==> config.mk <==
export PLATFORM = sky130hd
export DESIGN_NAME = uart_tx_byte_queue
export DESIGN_NICKNAME = d
export VERILOG_FILES = /design/src/rtl/uart_tx_byte_queue.sv
export SDC_FILE = /design/constraint.sdc
export NUM_CORES = 1
export LEC_CHECK = 0
export ABC_AREA = 1
export CORE_MARGIN = 4
export CORE_UTILIZATION = 43
export DETAILED_ROUTE_END_ITERATION = 10
export SLEW_MARGIN = 30
export SYNTH_ARGS = -nofsm -noshare
export SYNTH_HDL_FRONTEND = slang
export SYNTH_SLANG_ARGS = --single-unit
==> constraint.sdc <==
create_clock -name i_Clock -period 2.95 [get_ports i_Clock]
set_input_delay 0.295 -clock i_Clock [delete_from_list [all_inputs] [get_ports i_Clock]]
set_output_delay 0.295 -clock i_Clock [all_outputs]
set_load 0.02 [all_outputs]
==> src/rtl/uart_tx_byte_queue.sv <==
// Byte queue and launch sequencer feeding a UART transmitter.
// Optional WAIT-state watchdog is built when UART_TXQ_WATCHDOG_EN is defined.
module uart_tx_byte_queue #(
  parameter int unsigned DEPTH        = 16,
  parameter int unsigned CLKS_PER_BIT = 5208,
  parameter int unsigned TIMEOUT_CLKS = 11 * CLKS_PER_BIT
) (
  input  logic                       i_Clock,
  input  logic                       i_Reset,
  input  logic                       i_Enable,
  input  logic                       i_Wr_DV,
  input  logic [7:0]                 i_Wr_Byte,
  input  logic                       i_Tx_Active,
  input  logic                       i_Tx_Done,
  output logic                       o_Tx_DV,
  output logic [7:0]                 o_Tx_Byte,
  output logic                       o_Full,
  output logic                       o_Empty,
  output logic [$clog2(DEPTH):0]     o_Count,
  output logic                       o_Overflow,
  output logic                       o_Timeout
);

  localparam int unsigned AW = $clog2(DEPTH);
  localparam int unsigned CW = AW + 1;

  if (DEPTH < 2 || (DEPTH & (DEPTH - 1)) != 0 || TIMEOUT_CLKS < 2) begin : g_bad_param
    $error("uart_tx_byte_queue: DEPTH must be a power of two >= 2 and TIMEOUT_CLKS >= 2");
  end

  typedef enum logic [1:0] {
    S_IDLE   = 2'd0,
    S_LAUNCH = 2'd1,
    S_WAIT   = 2'd2
  } state_e;

  state_e          state_q, state_d;
  logic [7:0]      mem_q [DEPTH];
  logic [AW-1:0]   wr_ptr_q, wr_ptr_d;
  logic [AW-1:0]   rd_ptr_q, rd_ptr_d;
  logic [CW-1:0]   count_q, count_d;
  logic [7:0]      tx_byte_q, tx_byte_d;
  logic            overflow_q, overflow_d;
  logic            full, empty, wr_acc, pop, wd_fire;

  // Full/empty come from the registered count, so a same-cycle pop never frees a slot.
  assign full   = (count_q == CW'(DEPTH));
  assign empty  = (count_q == '0);
  assign wr_acc = i_Wr_DV && !full;
  assign pop    = (state_q == S_IDLE) && !empty && i_Enable && !i_Tx_Active;

  always_comb begin
    state_d    = state_q;
    wr_ptr_d   = wr_ptr_q;
    rd_ptr_d   = rd_ptr_q;
    count_d    = count_q;
    tx_byte_d  = tx_byte_q;
    overflow_d = overflow_q | (i_Wr_DV && full);

    if (wr_acc) wr_ptr_d = wr_ptr_q + AW'(1);
    if (pop) begin
      rd_ptr_d  = rd_ptr_q + AW'(1);
      tx_byte_d = mem_q[rd_ptr_q];
    end

    case ({wr_acc, pop})
      2'b10:   count_d = count_q + CW'(1);
      2'b01:   count_d = count_q - CW'(1);
      default: count_d = count_q;
    endcase

    case (state_q)
      S_IDLE:   if (pop) state_d = S_LAUNCH;
      S_LAUNCH: state_d = S_WAIT;
      S_WAIT:   if (i_Tx_Done || wd_fire) state_d = S_IDLE;
      default:  state_d = S_IDLE;
    endcase
  end

  always_ff @(posedge i_Clock) begin
    if (i_Reset) begin
      state_q    <= S_IDLE;
      wr_ptr_q   <= '0;
      rd_ptr_q   <= '0;
      count_q    <= '0;
      tx_byte_q  <= 8'h00;
      overflow_q <= 1'b0;
    end else begin
      state_q    <= state_d;
      wr_ptr_q   <= wr_ptr_d;
      rd_ptr_q   <= rd_ptr_d;
      count_q    <= count_d;
      tx_byte_q  <= tx_byte_d;
      overflow_q <= overflow_d;
    end
  end

  // Storage needs no reset; occupancy is tracked by the pointers and count.
  always_ff @(posedge i_Clock) begin
    if (wr_acc) mem_q[wr_ptr_q] <= i_Wr_Byte;
  end

`ifdef UART_TXQ_WATCHDOG_EN
  localparam int unsigned TW = $clog2(TIMEOUT_CLKS);

  logic [TW-1:0] wd_cnt_q, wd_cnt_d;
  logic          timeout_q, timeout_d;

  assign wd_fire = (state_q == S_WAIT) && (wd_cnt_q == TW'(TIMEOUT_CLKS - 1));

  // Counter is zero outside WAIT; a done pulse on the firing cycle wins over the timeout.
  always_comb begin
    wd_cnt_d  = '0;
    timeout_d = timeout_q;
    if (state_q == S_WAIT && !i_Tx_Done) begin
      if (wd_fire) timeout_d = 1'b1;
      else         wd_cnt_d  = wd_cnt_q + TW'(1);
    end
  end

  always_ff @(posedge i_Clock) begin
    if (i_Reset) begin
      wd_cnt_q  <= '0;
      timeout_q <= 1'b0;
    end else begin
      wd_cnt_q  <= wd_cnt_d;
      timeout_q <= timeout_d;
    end
  end

  assign o_Timeout = timeout_q;
`else
  assign wd_fire   = 1'b0;
  assign o_Timeout = 1'b0;
`endif

  assign o_Tx_DV    = (state_q == S_LAUNCH);
  assign o_Tx_Byte  = tx_byte_q;
  assign o_Full     = full;
  assign o_Empty    = empty;
  assign o_Count    = count_q;
  assign o_Overflow = overflow_q;

endmodule

==> run_summary.xml <==
<?xml version="1.0" encoding="UTF-8"?>
<metrics>
  <group name="global_routing">
    <metric name="grt_pass1_vias" unit="">4550</metric>
    <metric name="grt.overflow.total" unit="">0</metric>
    <metric name="antenna_found_initial" unit="">0</metric>
    <metric name="grt_max_degree" unit="">67</metric>
    <metric name="grt_first_pass_wirelength" unit="um">24300</metric>
    <metric name="global_routing_usage_summed_across_all_routing_layers" unit="%">18.1</metric>
  </group>
  <group name="pwr">
    <metric name="power_density_of_the_placed_cells" unit="nW/um^2">711</metric>
    <metric name="leakagePower" unit="nW">3.24</metric>
    <metric name="ir_drop" unit="mV">0.378</metric>
  </group>
  <group name="clock_tree">
    <metric name="cts_hold_buffers" unit="">0</metric>
    <metric name="tritoncts" unit="">yes</metric>
    <metric name="cts.sink_count" unit="">152</metric>
    <metric name="cts_max_path_buffers" unit="">2</metric>
    <metric name="postCtsSetupBuffers" unit="">0</metric>
    <metric name="cts_resized" unit="">0</metric>
    <metric name="clkLatencyLatePin" unit="ns">0.42</metric>
    <metric name="cts.clk_slew.worst_paths" unit="ns">0.06</metric>
    <metric name="root_cell_of_the_clock_tree" unit="">sky130_fd_sc_hd__clkbuf_16</metric>
    <metric name="ctsHtreeMaxLevel" unit="">4</metric>
    <metric name="num_cts_buffers" unit="">17</metric>
  </group>
  <group name="sta">
    <metric name="setup_viol" unit="">0</metric>
    <metric name="timing.slew.headroom" unit="%">37.2</metric>
    <metric name="rsz0062_at_grt" unit="">false</metric>
    <metric name="finalHoldWorstSlack" unit="ns">0.474</metric>
    <metric name="fin_skew" unit="ns">0.00834</metric>
    <metric name="max_freq" unit="MHz">458</metric>
    <metric name="pin_slew_with_the_least_headroom_to_its_limit" unit="ns">0.938</metric>
    <metric name="fin_ws" unit="ns">0.766</metric>
    <metric name="post-route-period-util" unit="%">74.0</metric>
    <metric name="finalMaxSlewViolations" unit="">0</metric>
    <metric name="layout_min_cycle_time" unit="ns">2.18</metric>
    <metric name="setup-tns-final" unit="ns">0</metric>
    <metric name="hold_viol" unit="">0</metric>
  </group>
  <group name="synth">
    <metric name="synth-xor-area-share" unit="%">0.786</metric>
    <metric name="synth_compound_area_share" unit="%">1.76</metric>
    <metric name="yosysUniqueCellTypes" unit="">24</metric>
    <metric name="syn-mean-instance-area" unit="sq um">9.84</metric>
    <metric name="synth.yosys.seq_area_share" unit="%">64.7</metric>
    <metric name="post_synth_fa_ha_maj_area_fraction" unit="%">1.98</metric>
    <metric name="ys_warn_count" unit="">0</metric>
    <metric name="synth-simple-area-share" unit="%">22.3</metric>
    <metric name="synth_mux_area_share" unit="%">0</metric>
    <metric name="netlist_instances" unit="">679</metric>
    <metric name="synth.cell_area" unit="sq um">6680</metric>
    <metric name="synth-seq-cells" unit="">152</metric>
    <metric name="syn_nets" unit="">703</metric>
    <metric name="synth_top_family_by_area" unit="">simple AND/OR/NAND/NOR gates</metric>
  </group>
  <group name="job">
    <metric name="drv_cap" unit="">0</metric>
  </group>
  <group name="setup_path">
    <metric name="critical_path_cell_count" unit="">13</metric>
    <metric name="critPathArrivalTime" unit="ns">2.54</metric>
    <metric name="timing.critical_path.to_type" unit="">flip-flop</metric>
    <metric name="crit_path_cell_trace" unit="">nor2_1 &gt; nand4_1 &gt; nand2_2 &gt; inv_2 &gt; ha_1 &gt; fa_1 &gt; a21oi_1 &gt; nor2_1 &gt; nor2_1 &gt; nand2_1 &gt; nand2_1 &gt; nand2_1 &gt; a21oi_1</metric>
    <metric name="crit_end" unit="">o_Count[4]$_SDFFE_PP0P_</metric>
    <metric name="worstSetupStartpointType" unit="">flip-flop</metric>
    <metric name="crit_required" unit="ns">3.30</metric>
    <metric name="worst-r2r-cell-count" unit="">13</metric>
    <metric name="setup.reg_to_reg.worst_slack" unit="ns">0.77</metric>
    <metric name="crit_buf_inv" unit="">1</metric>
    <metric name="cp_slowest_stage_delay" unit="ns">0.43</metric>
    <metric name="rr_endpoint" unit="">o_Count[4]$_SDFFE_PP0P_</metric>
    <metric name="startpoint" unit="">o_Count[0]$_SDFFE_PP0P_</metric>
    <metric name="worst-path-max-fanout" unit="">7</metric>
    <metric name="timing.rr.start" unit="">o_Count[0]$_SDFFE_PP0P_</metric>
    <metric name="timing.critical_path.max_delay_family" unit="">simple AND/OR/NAND/NOR gates</metric>
    <metric name="worst_path_max_delay_cell" unit="">sky130_fd_sc_hd__fa_1</metric>
    <metric name="setup.worst_path.class" unit="">flip-flop to flip-flop</metric>
  </group>
  <group name="drt">
    <metric name="drt-total-wl" unit="um">15000</metric>
    <metric name="viasPerCell" unit="">4.95</metric>
    <metric name="drt_iter0_markers" unit="">287</metric>
    <metric name="post-route-drc-count" unit="">0</metric>
    <metric name="drtAntennaViolNets" unit="">0</metric>
    <metric name="drt_pre_antenna_iters" unit="">4</metric>
    <metric name="dr_total_vias" unit="">4510</metric>
    <metric name="average_wire_per_cell_in_the_routed_design" unit="um">16.5</metric>
  </group>
  <group name="place">
    <metric name="place.detailed.hpwl" unit="um">9590</metric>
    <metric name="postPlaceCellArea" unit="sq um">7120</metric>
    <metric name="port_buffers" unit="">30</metric>
    <metric name="dp_cells" unit="">880</metric>
    <metric name="preCtsSetupSlack" unit="ns">0.494</metric>
    <metric name="gpl.final_weighted_congestion" unit="">0.814</metric>
  </group>
  <group name="cells_and_area">
    <metric name="mostFrequentLayoutCells" unit="">sky130_fd_sc_hd__nand2_1 (220), sky130_fd_sc_hd__edfxtp_1 (128), sky130_fd_sc_hd__nand3_1 (93)</metric>
    <metric name="post_route_cells_drive_above_1_share" unit="%">7.05</metric>
    <metric name="layout.cell_area.non_filler" unit="sq um">7710</metric>
    <metric name="num-nets-final" unit="">735</metric>
    <metric name="diodes" unit="">0</metric>
    <metric name="number_of_non_filler_instances_in_the_completed_layout" unit="">911</metric>
    <metric name="area.growth.synth_to_final" unit="%">15.3</metric>
    <metric name="final_common_cell" unit="">sky130_fd_sc_hd__nand2_1</metric>
  </group>
  <group name="die">
    <metric name="boundaryPins" unit="">32</metric>
    <metric name="core_area" unit="sq um">15200</metric>
    <metric name="die_w" unit="um">133</metric>
    <metric name="die_area" unit="sq um">17600</metric>
    <metric name="std_cell_rows" unit="">45</metric>
    <metric name="die_h" unit="um">133</metric>
    <metric name="initial_core_util" unit="%">44.0</metric>
  </group>
  <group name="min_path">
    <metric name="hold_path_class" unit="">flip-flop to flip-flop</metric>
  </group>
  <group name="outcome">
    <metric name="status" unit="">finished clean</metric>
  </group>
</metrics>
-- how the worst min path moves through the flow --
stage               slack (ns)                    end  cells after the start                   from
CTS                       0.49  o_Overflow$_SDFF_PP0_                      2  o_Overflow$_SDFF_PP0_
global route              0.53  o_Overflow$_SDFF_PP0_                      2  o_Overflow$_SDFF_PP0_
finish                    0.47  o_Overflow$_SDFF_PP0_                      2  o_Overflow$_SDFF_PP0_
floorplan                 0.39  mem_q[0][0]$_DFFE_PP_                      0           i_Wr_Byte[0]
global placement          0.46  o_Overflow$_SDFF_PP0_                      2  o_Overflow$_SDFF_PP0_
detailed placement        0.47  o_Overflow$_SDFF_PP0_                      2  o_Overflow$_SDFF_PP0_
-- layout make-up --
type	count	area, sq um
Clock inverter	12	154
Sequential cell	152	4330
Clock buffer	19	433
Inverter	95	357
Timing Repair Buffer	44	405
Multi-Input combinational cell	401	1800
Tap cell	188	235
Fill cell	1380	7490
-- metrics by stage --
| step | power [mW] | utilization, % |
|---|---|---|
| floorplan | 3.10 | - |
| global placement | 3.38 | 46.8 |
| detailed placement | 3.39 | 46.8 |
| CTS | 5.53 | 50.7 |
| global route | 5.74 | 50.7 |
| finish | 5.48 | 50.7 |
-- cell usage after synthesis --
master / instances / area, sq um
sky130_fd_sc_hd__o21bai_1: 1 / 7.51
sky130_fd_sc_hd__buf_1: 2 / 7.51
sky130_fd_sc_hd__a21oi_1: 14 / 70.1
sky130_fd_sc_hd__fa_1: 1 / 20.0
sky130_fd_sc_hd__xor2_1: 6 / 52.6
sky130_fd_sc_hd__nand2_2: 3 / 18.8
sky130_fd_sc_hd__ha_1: 9 / 113
sky130_fd_sc_hd__o21ai_0: 8 / 40.0
sky130_fd_sc_hd__clkbuf_1: 2 / 7.51
sky130_fd_sc_hd__nor3_2: 1 / 10.0
sky130_fd_sc_hd__inv_2: 3 / 11.3
sky130_fd_sc_hd__nor2_1: 41 / 154
sky130_fd_sc_hd__buf_6: 5 / 56.3
sky130_fd_sc_hd__buf_4: 9 / 67.6
sky130_fd_sc_hd__dfxtp_1: 24 / 480
sky130_fd_sc_hd__nand3_1: 93 / 465
sky130_fd_sc_hd__edfxtp_1: 128 / 3840
sky130_fd_sc_hd__buf_2: 13 / 65.1
sky130_fd_sc_hd__nand2_1: 220 / 826
sky130_fd_sc_hd__nand4_1: 2 / 12.5
sky130_fd_sc_hd__clkinv_1: 2 / 7.51
sky130_fd_sc_hd__conb_1: 1 / 3.75
sky130_fd_sc_hd__and3_1: 1 / 6.26
sky130_fd_sc_hd__inv_1: 90 / 338
-- cells by family (layout without fill, tap and decap cells) --
group | after synthesis | in the layout
AOI/OAI and AO/OA | 23 | 23
buffers and inverters | 126 | 170
DFF | 152 | 152
xor gates and xnor gates | 6 | 6
and+or+nand+nor | 361 | 361
adders and majority gates | 10 | 10
other | 1 | 1
-- power breakdown --
group          total, mW  leakage, nW  switching [mW]  internal, mW
clock               2.14        0.279           0.817          1.32
combinational      0.887         1.61           0.588         0.299
sequential          2.46         1.35          0.0491          2.41
-- metal layers --
layer / wire length, um / vias up / global-route usage, %
li1: - / 2251 / -
met1: 6570 / 2136 / 22.9
met2: 7400 / 101 / 30.1
met3: 777 / 22 / 4.64
met4: 276 / 0 / 6.58
met5: 0 / - / 0
-- registers in the layout, summed over array words and instances (netlist names) --
name        cells
mem_q         128
o_Tx_Byte       8
o_Count         5
rd_ptr_q        4
wr_ptr_q        4
state_q         2
o_Overflow      1
-- worst register-to-register path, stage by stage (launching register included) --
cell	delay (ns)
sky130_fd_sc_hd__dfxtp_1	0.37
sky130_fd_sc_hd__nor2_1	0.15
sky130_fd_sc_hd__nand4_1	0.13
sky130_fd_sc_hd__nand2_2	0.16
sky130_fd_sc_hd__inv_2	0.05
sky130_fd_sc_hd__ha_1	0.26
sky130_fd_sc_hd__fa_1	0.43
sky130_fd_sc_hd__a21oi_1	0.14
sky130_fd_sc_hd__nor2_1	0.06
sky130_fd_sc_hd__nor2_1	0.08
sky130_fd_sc_hd__nand2_1	0.05
sky130_fd_sc_hd__nand2_1	0.07
sky130_fd_sc_hd__nand2_1	0.05
sky130_fd_sc_hd__a21oi_1	0.11
Power figures use the tool's default switching activity.
